### src/rtl/flit_sender.sv
// Drain side of a router input FIFO: pops flits and decodes XY routes from headers.
// Forwards each wormhole packet on its locked output port with a valid/ack handshake.
module flit_sender #(
    parameter int unsigned MY_X = 0,
    parameter int unsigned MY_Y = 0
) (
    input  logic       clk,
    input  logic       rst,
    input  logic       fifo_empty,
    output logic       fifo_rd,
    input  logic [7:0] fifo_data,
    output logic [7:0] out_data,
    output logic       loc_valid,
    input  logic       loc_ack,
    output logic       x_valid,
    input  logic       x_ack,
    output logic       y_valid,
    input  logic       y_ack,
    output logic       busy,
    output logic       drop
);

    typedef enum logic [1:0] {
        S_IDLE,
        S_RD,
        S_CAP,
        S_SEND
    } state_t;

    typedef enum logic [1:0] {
        RT_NONE,
        RT_LOC,
        RT_X,
        RT_Y
    } route_t;

    state_t     r_state;
    state_t     w_state_nxt;
    logic       r_in_pkt;
    logic       w_in_pkt_nxt;
    logic [2:0] r_rem;
    logic [2:0] w_rem_nxt;
    route_t     r_route;
    route_t     w_route_nxt;
    logic [7:0] r_out_data;
    logic [7:0] w_out_data_nxt;
    route_t     w_dec_route;
    logic       w_ack_sel;

    // XY routing: resolve the x dimension first, then y, else deliver locally.
    always_comb begin
        w_dec_route = RT_LOC;
        if (fifo_data[1] != MY_X[0]) begin
            w_dec_route = RT_X;
        end else if (fifo_data[0] != MY_Y[0]) begin
            w_dec_route = RT_Y;
        end
    end

    always_comb begin
        w_ack_sel = 1'b0;
        case (r_route)
            RT_LOC:  w_ack_sel = loc_ack;
            RT_X:    w_ack_sel = x_ack;
            RT_Y:    w_ack_sel = y_ack;
            default: w_ack_sel = 1'b0;
        endcase
    end

    always_comb begin
        w_state_nxt    = r_state;
        w_in_pkt_nxt   = r_in_pkt;
        w_rem_nxt      = r_rem;
        w_route_nxt    = r_route;
        w_out_data_nxt = r_out_data;
        case (r_state)
            S_IDLE: begin
                if (!fifo_empty) begin
                    w_state_nxt = S_RD;
                end
            end
            S_RD: begin
                w_state_nxt = S_CAP;
            end
            S_CAP: begin
                w_out_data_nxt = fifo_data;
                if (r_in_pkt) begin
                    w_state_nxt = S_SEND;
                end else if (fifo_data[7]) begin
                    w_route_nxt  = w_dec_route;
                    w_rem_nxt    = fifo_data[6:4];
                    w_in_pkt_nxt = 1'b1;
                    w_state_nxt  = S_SEND;
                end else begin
                    w_state_nxt = S_IDLE;
                end
            end
            S_SEND: begin
                if (w_ack_sel) begin
                    if (r_rem == 3'd0) begin
                        w_in_pkt_nxt = 1'b0;
                        w_route_nxt  = RT_NONE;
                        w_state_nxt  = S_IDLE;
                    end else begin
                        w_rem_nxt   = r_rem - 3'd1;
                        w_state_nxt = fifo_empty ? S_IDLE : S_RD;
                    end
                end
            end
            default: begin
                w_state_nxt = S_IDLE;
            end
        endcase
    end

    always_ff @(posedge clk or posedge rst) begin
        if (rst) begin
            r_state    <= S_IDLE;
            r_in_pkt   <= 1'b0;
            r_rem      <= '0;
            r_route    <= RT_NONE;
            r_out_data <= '0;
        end else begin
            r_state    <= w_state_nxt;
            r_in_pkt   <= w_in_pkt_nxt;
            r_rem      <= w_rem_nxt;
            r_route    <= w_route_nxt;
            r_out_data <= w_out_data_nxt;
        end
    end

    // Outputs decode from registered state so reset clears them without waiting for a clock.
    assign fifo_rd   = (r_state == S_RD);
    assign loc_valid = (r_state == S_SEND) && (r_route == RT_LOC);
    assign x_valid   = (r_state == S_SEND) && (r_route == RT_X);
    assign y_valid   = (r_state == S_SEND) && (r_route == RT_Y);
    assign out_data  = r_out_data;
    assign busy      = r_in_pkt;
    assign drop      = (r_state == S_CAP) && !r_in_pkt && !fifo_data[7];

endmodule

### config.mk
export PLATFORM = sky130hd
export DESIGN_NAME = flit_sender
export DESIGN_NICKNAME = d
export VERILOG_FILES = /design/src/rtl/flit_sender.sv
export SDC_FILE = /design/constraint.sdc
export NUM_CORES = 1
export LEC_CHECK = 0
export ABC_CLOCK_PERIOD_IN_PS = 1600
export BUFFER_PORTS_ARGS = -buffer_cell sky130_fd_sc_hd__buf_4
export CORE_UTILIZATION = 46
export CTS_BUF_LIST = sky130_fd_sc_hd__clkbuf_4
export CTS_CLUSTER_SIZE = 8
export DETAILED_ROUTE_END_ITERATION = 8
export PLACE_DENSITY = 0.76
export RECOVER_POWER = 25
export SYNTH_ARGS = -nofsm -noshare
export SYNTH_HDL_FRONTEND = slang
export SYNTH_SLANG_ARGS = --single-unit
### constraint.sdc
create_clock -name clk -period 1.6 [get_ports clk]
set_clock_uncertainty 0.05 [all_clocks]
set_input_delay 0.32 -clock clk [delete_from_list [all_inputs] [get_ports clk]]
set_output_delay 0.32 -clock clk [all_outputs]
set_load 0.05 [all_outputs]
==> results.md, run 1 <==
- Initial core utilization: 49.18%
- Router iterations before antenna repair: 4
- Maximum level of the CTS H-tree: 1
- Count of cells along the worst register-to-register path: 6
- Cell with the biggest individual delay on the critical path: sky130_fd_sc_hd__dfrtp_1
- Largest fanout on the critical path: 5
- Synthesized netlist net count: 92
- FF+latch count, synth: 16
- List of cells traversed by the critical path: buf_6, mux2_4, a22o_4, buf_6, o211ai_2, o2bb2ai_1
- Cell internal pwr: 1.848 mW
- Clock Tree Root: sky130_fd_sc_hd__clkbuf_4
- Combinational cell fraction of total power: 69.2%
- Clock latency of the later-clocked register in the worst-skew pair: 310 ps
- Count of clock tree sinks: 16
- Floorplan core area: 1745 um2
- Largest net degree at the start of global routing: 17
- Overflow left after global routing: 0
- Netlist area before placement: 858.3 um2
- Adder and majority cell fraction of the synthesized area: 2.915%
- Half-perimeter wire length after detailed placement: 1583 um
- Switching power: 1.638 mW
- Total number of yosys warnings: 0
- Fraction of final layout cells sized beyond drive strength 1: 65.41%
- Maximum frequency from static timing analysis: 0.5832 GHz
- Number of filler instances in the final layout: 100
- First-pass GRT wire length: 3525 um
- Part of the cycle the worst path needs: 107.2%
- Clk pin slew, worst setup/hold paths: 120 ps
- Final standard cell utilization of the core: 83.15%
- Setup repair after global routing missed its margin: true
- Cell type contributing the most total cell area after synthesis: sky130_fd_sc_hd__dfrtp_1
- Number of cell rows: 15
- Arrival time at the worst endpoint: 1870 ps
- Area fraction in compound gates after synthesis: 19.53%
- Kind of cell adding the most delay to the critical path: compound AO/OA/AOI/OAI gates
- Number of buffers inserted during clock tree synthesis: 3
- CTS Buffer Depth: 2
- Sequential cell area fraction in the yosys report: 46.65%
- ANT nets after route: 0
- Setup crit end kind: register
- Switching power as a share of total power: 46.99%
- Pleak: 0.6950 nW
- Dominant cell type by count on the critical path: sky130_fd_sc_hd__buf_6
- Y dimension of the die: 45.20 um
- Placement-stage worst setup slack: 9.897 ps
- Met2 routed wirelength: 1600 um
- Maximum capacitance violations: 0
- Routed met1 length: 1142 um
- CP Class: register to register
- Xor/xnor cell area share of the yosys netlist: 0%
- Failing checks: negative setup slack
- Result of the run: finished, violations left
- Final setup violation count: 10
- Min-delay worst type: input port to async pin
- Total track usage: 24.43%
- Worst endpoint required time: 1760 ps
- PortBufs: 27
- Drc violations: 0
- Post-placement cell count: 139
- Count of cell types in the netlist: 35
- Detail-routed via count per cell: 5.677
- Final routed wire length divided by cell count: 18.79 um
- 1st-iter DRT viols: 18
- Final Hold Violating Endpoints: 0
- Wire length reported by the detailed router: 2969 um
- Number of global-route vias before repair: 823
- Crit path depth: 6
- Placer congestion estimate: 0.9190
- Number of instances in the synthesized netlist: 76
- Slew Limit Headroom: 58.28%
- Syn_area_per_cell: 11.29 um2
- Diodes inserted: 0
- Share of power burned in the clock network: 7.6%
- Top cells by area, synth: sky130_fd_sc_hd__dfrtp_1 (47%), sky130_fd_sc_hd__mux2_2 (10%), sky130_fd_sc_hd__ha_1 (2.9%)
- Total via count in the routed design: 897
- Die area: 2043 um2
- Leading cell type in the layout, fill and taps excluded: sky130_fd_sc_hd__buf_4
- Crit path launch type: register
- Share of the synthesized area in the top cell type: 46.65%
- Transition time of the tightest slew-check pin: 625.1 ps
- TritonCTS clock tree: yes
- Initial antenna violation count: 0
- Top-level port count: 28
- Layout area overhead: 69.10%
- WP buf/inv: 2
- Post-layout net count: 150
- Longest individual stage delay on the worst path: 410 ps
- Width of the chip: 45.20 um
- Flop pwr share: 23.2%
- Number of max-slew violations in the final report: 0
- Fin worst setup slack: -114.8 ps
- Maximum VDD drop: 1.884 mV
- Met3 wire length: 177 um
- Dominant combinational cell family by area after synthesis: compound AO/OA/AOI/OAI gates
- Non-filler cells in the finished layout: 158
- Final min period: 1715 ps
- Highest-count cells in the layout ignoring fill and taps: sky130_fd_sc_hd__buf_4 (43), sky130_fd_sc_hd__dfrtp_1 (13), sky130_fd_sc_hd__buf_6 (10), sky130_fd_sc_hd__mux2_2 (8), sky130_fd_sc_hd__clkbuf_4 (5)
- Multiplexer area fraction after synthesis: 14.72%
- PwrDens: 2401 nW/um2
- Post-synthesis share of cell area spent on and, or, nand and nor gates: 13.56%
- Topmost layer with routed signal wires: met4
logic make-up after synthesis:
logic type,after synthesis
DFF,16
buffers and inverters,6
muxes,11
and+or+nand+nor,21
adders and majority gates,2
AOI/OAI and AO/OA,20
stage by stage:
stage	total power, mW	hold slack [ps]	setup TNS, ps	area, um2
2_1_floorplan	2.037	183.7	-304.3	873.3
3_3_place_gp	2.551	379.4	0	1197
3_5_place_dp	2.618	392.0	0	1197
4_1_cts	3.100	63.57	-352.1	1329
5_1_grt	3.609	90.80	-994.0	1451
6_report	3.485	28.21	-601.6	1451
per-layer routing:
metal / vias up / track usage [%]
met5: - / 0
met4: 0 / 9.697
met3: 8 / 5.200
met2: 51 / 44.35
met1: 440 / 27.53
li1: 398 / -
layout make-up:
class / count / area (um2) / share of cell area (%)
Tap cell: 25 / 31.28 / 2.155
Clock buffer: 4 / 30.03 / 2.069
Inverter: 4 / 15.01 / 1.034
Sequential cell: 16 / 404.1 / 27.84
Multi-Input combinational cell: 54 / 513.0 / 35.34
Timing Repair Buffer: 55 / 457.9 / 31.55
power groups by stage:
stage / Combinational, mW / Sequential (mW) / Clock, mW
floorplan: 0.861 / 1.18 / 0
global route: 2.51 / 0.824 / 0.276
finish: 2.41 / 0.808 / 0.265
CTS: 2.07 / 0.771 / 0.257
global placement: 1.79 / 0.762 / 0
detailed placement: 1.84 / 0.779 / 0
sequential cells by signal (all words and copies together) (netlist names):
register and cells:
r_state 2, busy 1, r_rem 3, r_route 2, out_data 8
path summary, 6_finish.rpt:
check / from / to / slack (ps)
setup / recovery: r_route[1] / r_route[0] / -110
hold / removal: rst / out_data[4] / 30
setup reg to reg: r_route[1] / r_route[0] / -110
hold reg to reg: out_data[5] / out_data[5] / 470
max in group asynchronous: rst / r_state[1] / 1040
min in group clk: fifo_empty / r_state[0] / 160
repair_timing:
action	4_1_cts	5_1_grt
pin swaps	2	5
gates resized for setup	16	13
hold endpoints to repair	0	0
hold buffers	0	0
setup buffers	7	8
endpoints found under the setup margin	6	13
synth_stat cells:
cell / count
sky130_fd_sc_hd__clkbuf_1: 2
sky130_fd_sc_hd__o21ai_0: 2
sky130_fd_sc_hd__a31oi_1: 1
sky130_fd_sc_hd__mux2i_1: 1
sky130_fd_sc_hd__dfrtp_1: 16
sky130_fd_sc_hd__o21bai_1: 1
sky130_fd_sc_hd__inv_1: 4
sky130_fd_sc_hd__o211ai_2: 1
sky130_fd_sc_hd__or3_1: 1
sky130_fd_sc_hd__o21ai_1: 1
sky130_fd_sc_hd__a22o_4: 1
sky130_fd_sc_hd__mux2_1: 1
sky130_fd_sc_hd__a311oi_1: 1
sky130_fd_sc_hd__o31ai_1: 1
sky130_fd_sc_hd__a21o_1: 1
sky130_fd_sc_hd__o32ai_1: 1
sky130_fd_sc_hd__nand2_1: 4
sky130_fd_sc_hd__and3_1: 1
sky130_fd_sc_hd__nand4bb_1: 1
sky130_fd_sc_hd__and4_1: 1
sky130_fd_sc_hd__nor3b_1: 2
sky130_fd_sc_hd__o21ai_4: 1
sky130_fd_sc_hd__mux2_2: 8
sky130_fd_sc_hd__mux2_4: 1
sky130_fd_sc_hd__nor2_1: 5
sky130_fd_sc_hd__a41oi_1: 1
sky130_fd_sc_hd__nor3_1: 1
sky130_fd_sc_hd__a22o_1: 1
sky130_fd_sc_hd__nand3b_1: 1
sky130_fd_sc_hd__nor2b_1: 2
sky130_fd_sc_hd__ha_1: 2
sky130_fd_sc_hd__o2bb2ai_1: 2
sky130_fd_sc_hd__a21oi_1: 3
sky130_fd_sc_hd__nand3_1: 2
sky130_fd_sc_hd__o211a_1: 1
No activity file was read; power rests on OpenSTA's default activity.
==> run 2, diff against run 1 <==
Settings changed: ABC_AREA set to 1, CORE_UTILIZATION 46 to 47, PLACE_DENSITY 0.76 to 0.77.
==> results.md, run 2 <==
- Worst endpoint required time: 1230 ps (-530 ps)
- Setup repair after global routing missed its margin: true
- Initial core utilization: 50.90% (+1.7 points)
- Top-level port count: 28 (unchanged)
- Longest individual stage delay on the worst path: 460 ps (+50 ps)
- Total number of yosys warnings: 0 (unchanged)
- Total track usage: 23.33% (-1.1 points)
- Half-perimeter wire length after detailed placement: 1550 um (-2.1%)
- Crit path launch type: register
- Top cell types by occurrence after synthesis: sky130_fd_sc_hd__nand2_1 (42), sky130_fd_sc_hd__dfrtp_1 (16), sky130_fd_sc_hd__inv_1 (13), sky130_fd_sc_hd__nand3_1 (9), sky130_fd_sc_hd__nor2_1 (9)
- Top cells by area, synth: sky130_fd_sc_hd__dfrtp_1 (45%), sky130_fd_sc_hd__nand2_1 (18%), sky130_fd_sc_hd__inv_1 (5.5%)
- Layout area overhead: 35.92%
- Post-layout net count: 168 (+12%)
- Leading cell type in the layout, fill and taps excluded: sky130_fd_sc_hd__nand2_1
- Cell internal pwr: 0.5168 mW (-72%)
- Number of global-route vias before repair: 788 (-4.3%)
- Clock Tree Root: sky130_fd_sc_hd__clkbuf_4
- Area fraction in compound gates after synthesis: 6.620% (-13 points)
- Min-delay worst type: input port to async pin
- Number of instances in the synthesized netlist: 116 (+53%)
- Flop pwr share: 59.9% (+37 points)
- Largest fanout on the critical path: 4 (-1)
- Clock latency of the later-clocked register in the worst-skew pair: 300 ps (about the same)
- Arrival time at the worst endpoint: 1260 ps (-610 ps)
- Post-synthesis share of cell area spent on and, or, nand and nor gates: 37.75% (+24 points)
- PwrDens: 558.6 nW/um2 (-77%)
- Final min period: 1634 ps (-80.57 ps)
- Synthesized netlist net count: 132 (+43%)
- Result of the run: finished, violations left
- Count of cell types in the netlist: 20 (-43%)
- Maximum capacitance violations: 0 (unchanged)
- Transition time of the tightest slew-check pin: 635.7 ps (+10.60 ps)
- Highest-count cells in the layout ignoring fill and taps: sky130_fd_sc_hd__nand2_1 (42), sky130_fd_sc_hd__buf_4 (27), sky130_fd_sc_hd__dfrtp_1 (14), sky130_fd_sc_hd__inv_1 (13)
- Count of clock tree sinks: 16 (unchanged)
- Part of the cycle the worst path needs: 102.1% (-5.0 points)
- Diodes inserted: 0 (unchanged)
- Cell type contributing the most total cell area after synthesis: sky130_fd_sc_hd__dfrtp_1
- CP Class: register to output port
- Width of the chip: 45.48 um (+0.62%)
- Clk pin slew, worst setup/hold paths: 100 ps (-20 ps)
- Switching power: 0.1576 mW (-90%)
- Fin worst setup slack: -34.24 ps (+80.57 ps)
- Cell with the biggest individual delay on the critical path: sky130_fd_sc_hd__dfrtp_2
- Total via count in the routed design: 843 (-6.0%)
- Number of buffers inserted during clock tree synthesis: 3 (unchanged)
- Wire length reported by the detailed router: 1979 um (-33%)
- CTS Buffer Depth: 2 (unchanged)
- Area of the multi-input gates: 430.4 um2 (-16%)
- Maximum VDD drop: 0.5275 mV (-72%)
- Setup crit end kind: output port
- Slew Limit Headroom: 57.58% (-0.71 points)
- Number of filler instances in the final layout: 145 (+45%)
- Drc violations: 0 (unchanged)
- Switching power as a share of total power: 23.37% (-24 points)
- Overflow left after global routing: 0 (unchanged)
- Final setup violation count: 1 (-9)
- Number of enable-type register cells in the synthesized netlist: 0 (unchanged)
- Dominant combinational cell family by area after synthesis: simple AND/OR/NAND/NOR gates
- Hold Buf Count CTS: 0 (unchanged)
- Adder and majority cell fraction of the synthesized area: 2.817% (-0.099 points)
- Detail-routed via count per cell: 4.790 (-16%)
- Area occupied by registers: 402.9 um2 (-0.31%)
- List of cells traversed by the critical path: nor2_4, inv_2, nor3_4, buf_6
- First-pass GRT wire length: 3277 um (-7.0%)
- Share of power burned in the clock network: 34.0% (+26 points)
- Final setup TNS: -34.24 ps (+567.4 ps)
- Multiplexer area fraction after synthesis: 0% (-15 points)
- Placer congestion estimate: 0.7975 (-13%)
- ANT nets after route: 0 (unchanged)
- Flip-flop cell with the highest count after synthesis: sky130_fd_sc_hd__dfrtp_1
- Pleak: 0.6525 nW (-6.1%)
- Fraction of final layout cells sized beyond drive strength 1: 35.76% (-30 points)
- Final Hold Violating Endpoints: 0 (unchanged)
- WP buf/inv: 2 (unchanged)
- Number of cell rows: 15 (unchanged)
- Sequential cell area fraction in the yosys report: 45.07% (-1.6 points)
- Startpoint of the worst-slack reg-to-reg timing path: r_rem[0]
- Final routed wire length divided by cell count: 11.24 um (-40%)
- FF-to-FF setup slack: 290 ps (+400 ps)
- 1st-iter DRT viols: 22 (+4)
- Floorplan core area: 1745 um2 (unchanged)
- Y dimension of the die: 45.48 um (+0.62%)
- Failing checks: negative setup slack
- Kind of cell adding the most delay to the critical path: flip-flops
- Combinational cell fraction of total power: 6.1% (-63 points)
- Maximum frequency from static timing analysis: 0.6119 GHz (+4.9%)
- Instance area at placement: 1141 um2 (-4.7%)
- Share of the synthesized area in the top cell type: 45.07% (-1.6 points)
- Post-synthesis async set-or-reset flop share: 100.0% (unchanged)
- Router iterations before antenna repair: 4 (unchanged)
- Largest net degree at the start of global routing: 17 (unchanged)
- Reg2reg end: r_route[0]
- Number of max-slew violations in the final report: 0 (unchanged)
- TritonCTS clock tree: yes
- Initial antenna violation count: 0 (unchanged)
- Maximum level of the CTS H-tree: 1 (unchanged)
- Count of cells along the worst register-to-register path: 9 (+3)
- Netlist area before placement: 888.4 um2 (+3.5%)
- Flip-flop count of the largest register, all copies and words added: 8 (unchanged)
- PortBufs: 27 (unchanged)
- Die area: 2068 um2 (+1.2%)
- Syn_area_per_cell: 7.658 um2 (-32%)
- Most frequent cell after synthesis: sky130_fd_sc_hd__nand2_1
- Xor/xnor cell area share of the yosys netlist: 0% (unchanged)
- FF+latch count, synth: 16 (unchanged)
- Final instance area: 1207 um2 (-17%)
## run 2: cell type report
| class | instances | share of cell area (%) |
|---|---|---|
| clock inverters | 1 | 0.3109 |
| flip-flops and latches | 16 | 33.37 |
| well taps | 25 | 2.591 |
| inverters | 16 | 5.078 |
| clock buffers | 3 | 1.865 |
| repair buffers | 32 | 21.14 |
| multi-input cells | 83 | 35.65 |
## run 2: worst reg2reg max path: stages (launching register included)
cell	delay [ps]
sky130_fd_sc_hd__dfrtp_1	400
sky130_fd_sc_hd__inv_1	80
sky130_fd_sc_hd__ha_1	150
sky130_fd_sc_hd__inv_1	50
sky130_fd_sc_hd__nor2_1	130
sky130_fd_sc_hd__nand2_1	70
sky130_fd_sc_hd__nand2_1	120
sky130_fd_sc_hd__nand2_2	70
sky130_fd_sc_hd__nand2_1	50
sky130_fd_sc_hd__nand2_1	50
## run 2: power by group through the flow
stage | sequential, mW | clock [mW] | combinational [mW]
after floorplan | 0.412 | 0 | 0.0117
after global placement | 0.412 | 0 | 0.0409
after detailed placement | 0.412 | 0 | 0.0416
after CTS | 0.404 | 0.231 | 0.0418
after global routing | 0.404 | 0.247 | 0.0461
final | 0.404 | 0.229 | 0.0412
## run 2: layer usage
layer | GRT usage, % | vias up | wire [um]
met2 | 41.43 | 25 | 1038
met1 | 25.38 | 386 | 814
met5 | 0 | - | 0
li1 | - | 427 | -
met3 | 5.159 | 5 | 85
met4 | 12.73 | 0 | 40
## run 2: worst max path at each step
| stage | cells past startpoint | start | end |
|---|---|---|---|
| floorplan | 5 | r_state[1] | drop |
| global placement | 5 | r_state[1] | drop |
| detailed placement | 5 | r_state[1] | drop |
| CTS | 4 | r_state[0] | drop |
| global route | 5 | r_state[1] | drop |
| finish | 4 | r_state[0] | drop |
## run 2: through the flow
stage	std cells	hold slack, ps	total power [mW]	util (%)	setup WS, ps
3_5_place_dp	169	388.3	0.4536	65.38	221.8
3_3_place_gp	169	376.1	0.4529	65.38	277.0
4_1_cts	174	63.40	0.6770	67.67	-34.21
6_report	176	49.56	0.6744	69.18	-34.24
2_1_floorplan	116	183.7	0.4238	-	-52.31
5_1_grt	176	99.75	0.6972	69.18	-89.84
## run 2: repair_timing
| action | 4_1_cts | 5_1_grt |
|---|---|---|
| setup buffers | 1 | 2 |
| cloned | 0 | 0 |
| gates resized for setup | 3 | 3 |
| setup endpoints to repair | 4 | 5 |
| endpoints found under the hold margin | 0 | 0 |
## run 2: kinds of logic after synthesis
family                     Yosys count
DFF                                 16
AOI/OAI and AO/OA                    9
buffers and inverters               17
and+or+nand+nor                     72
adders and majority gates            2
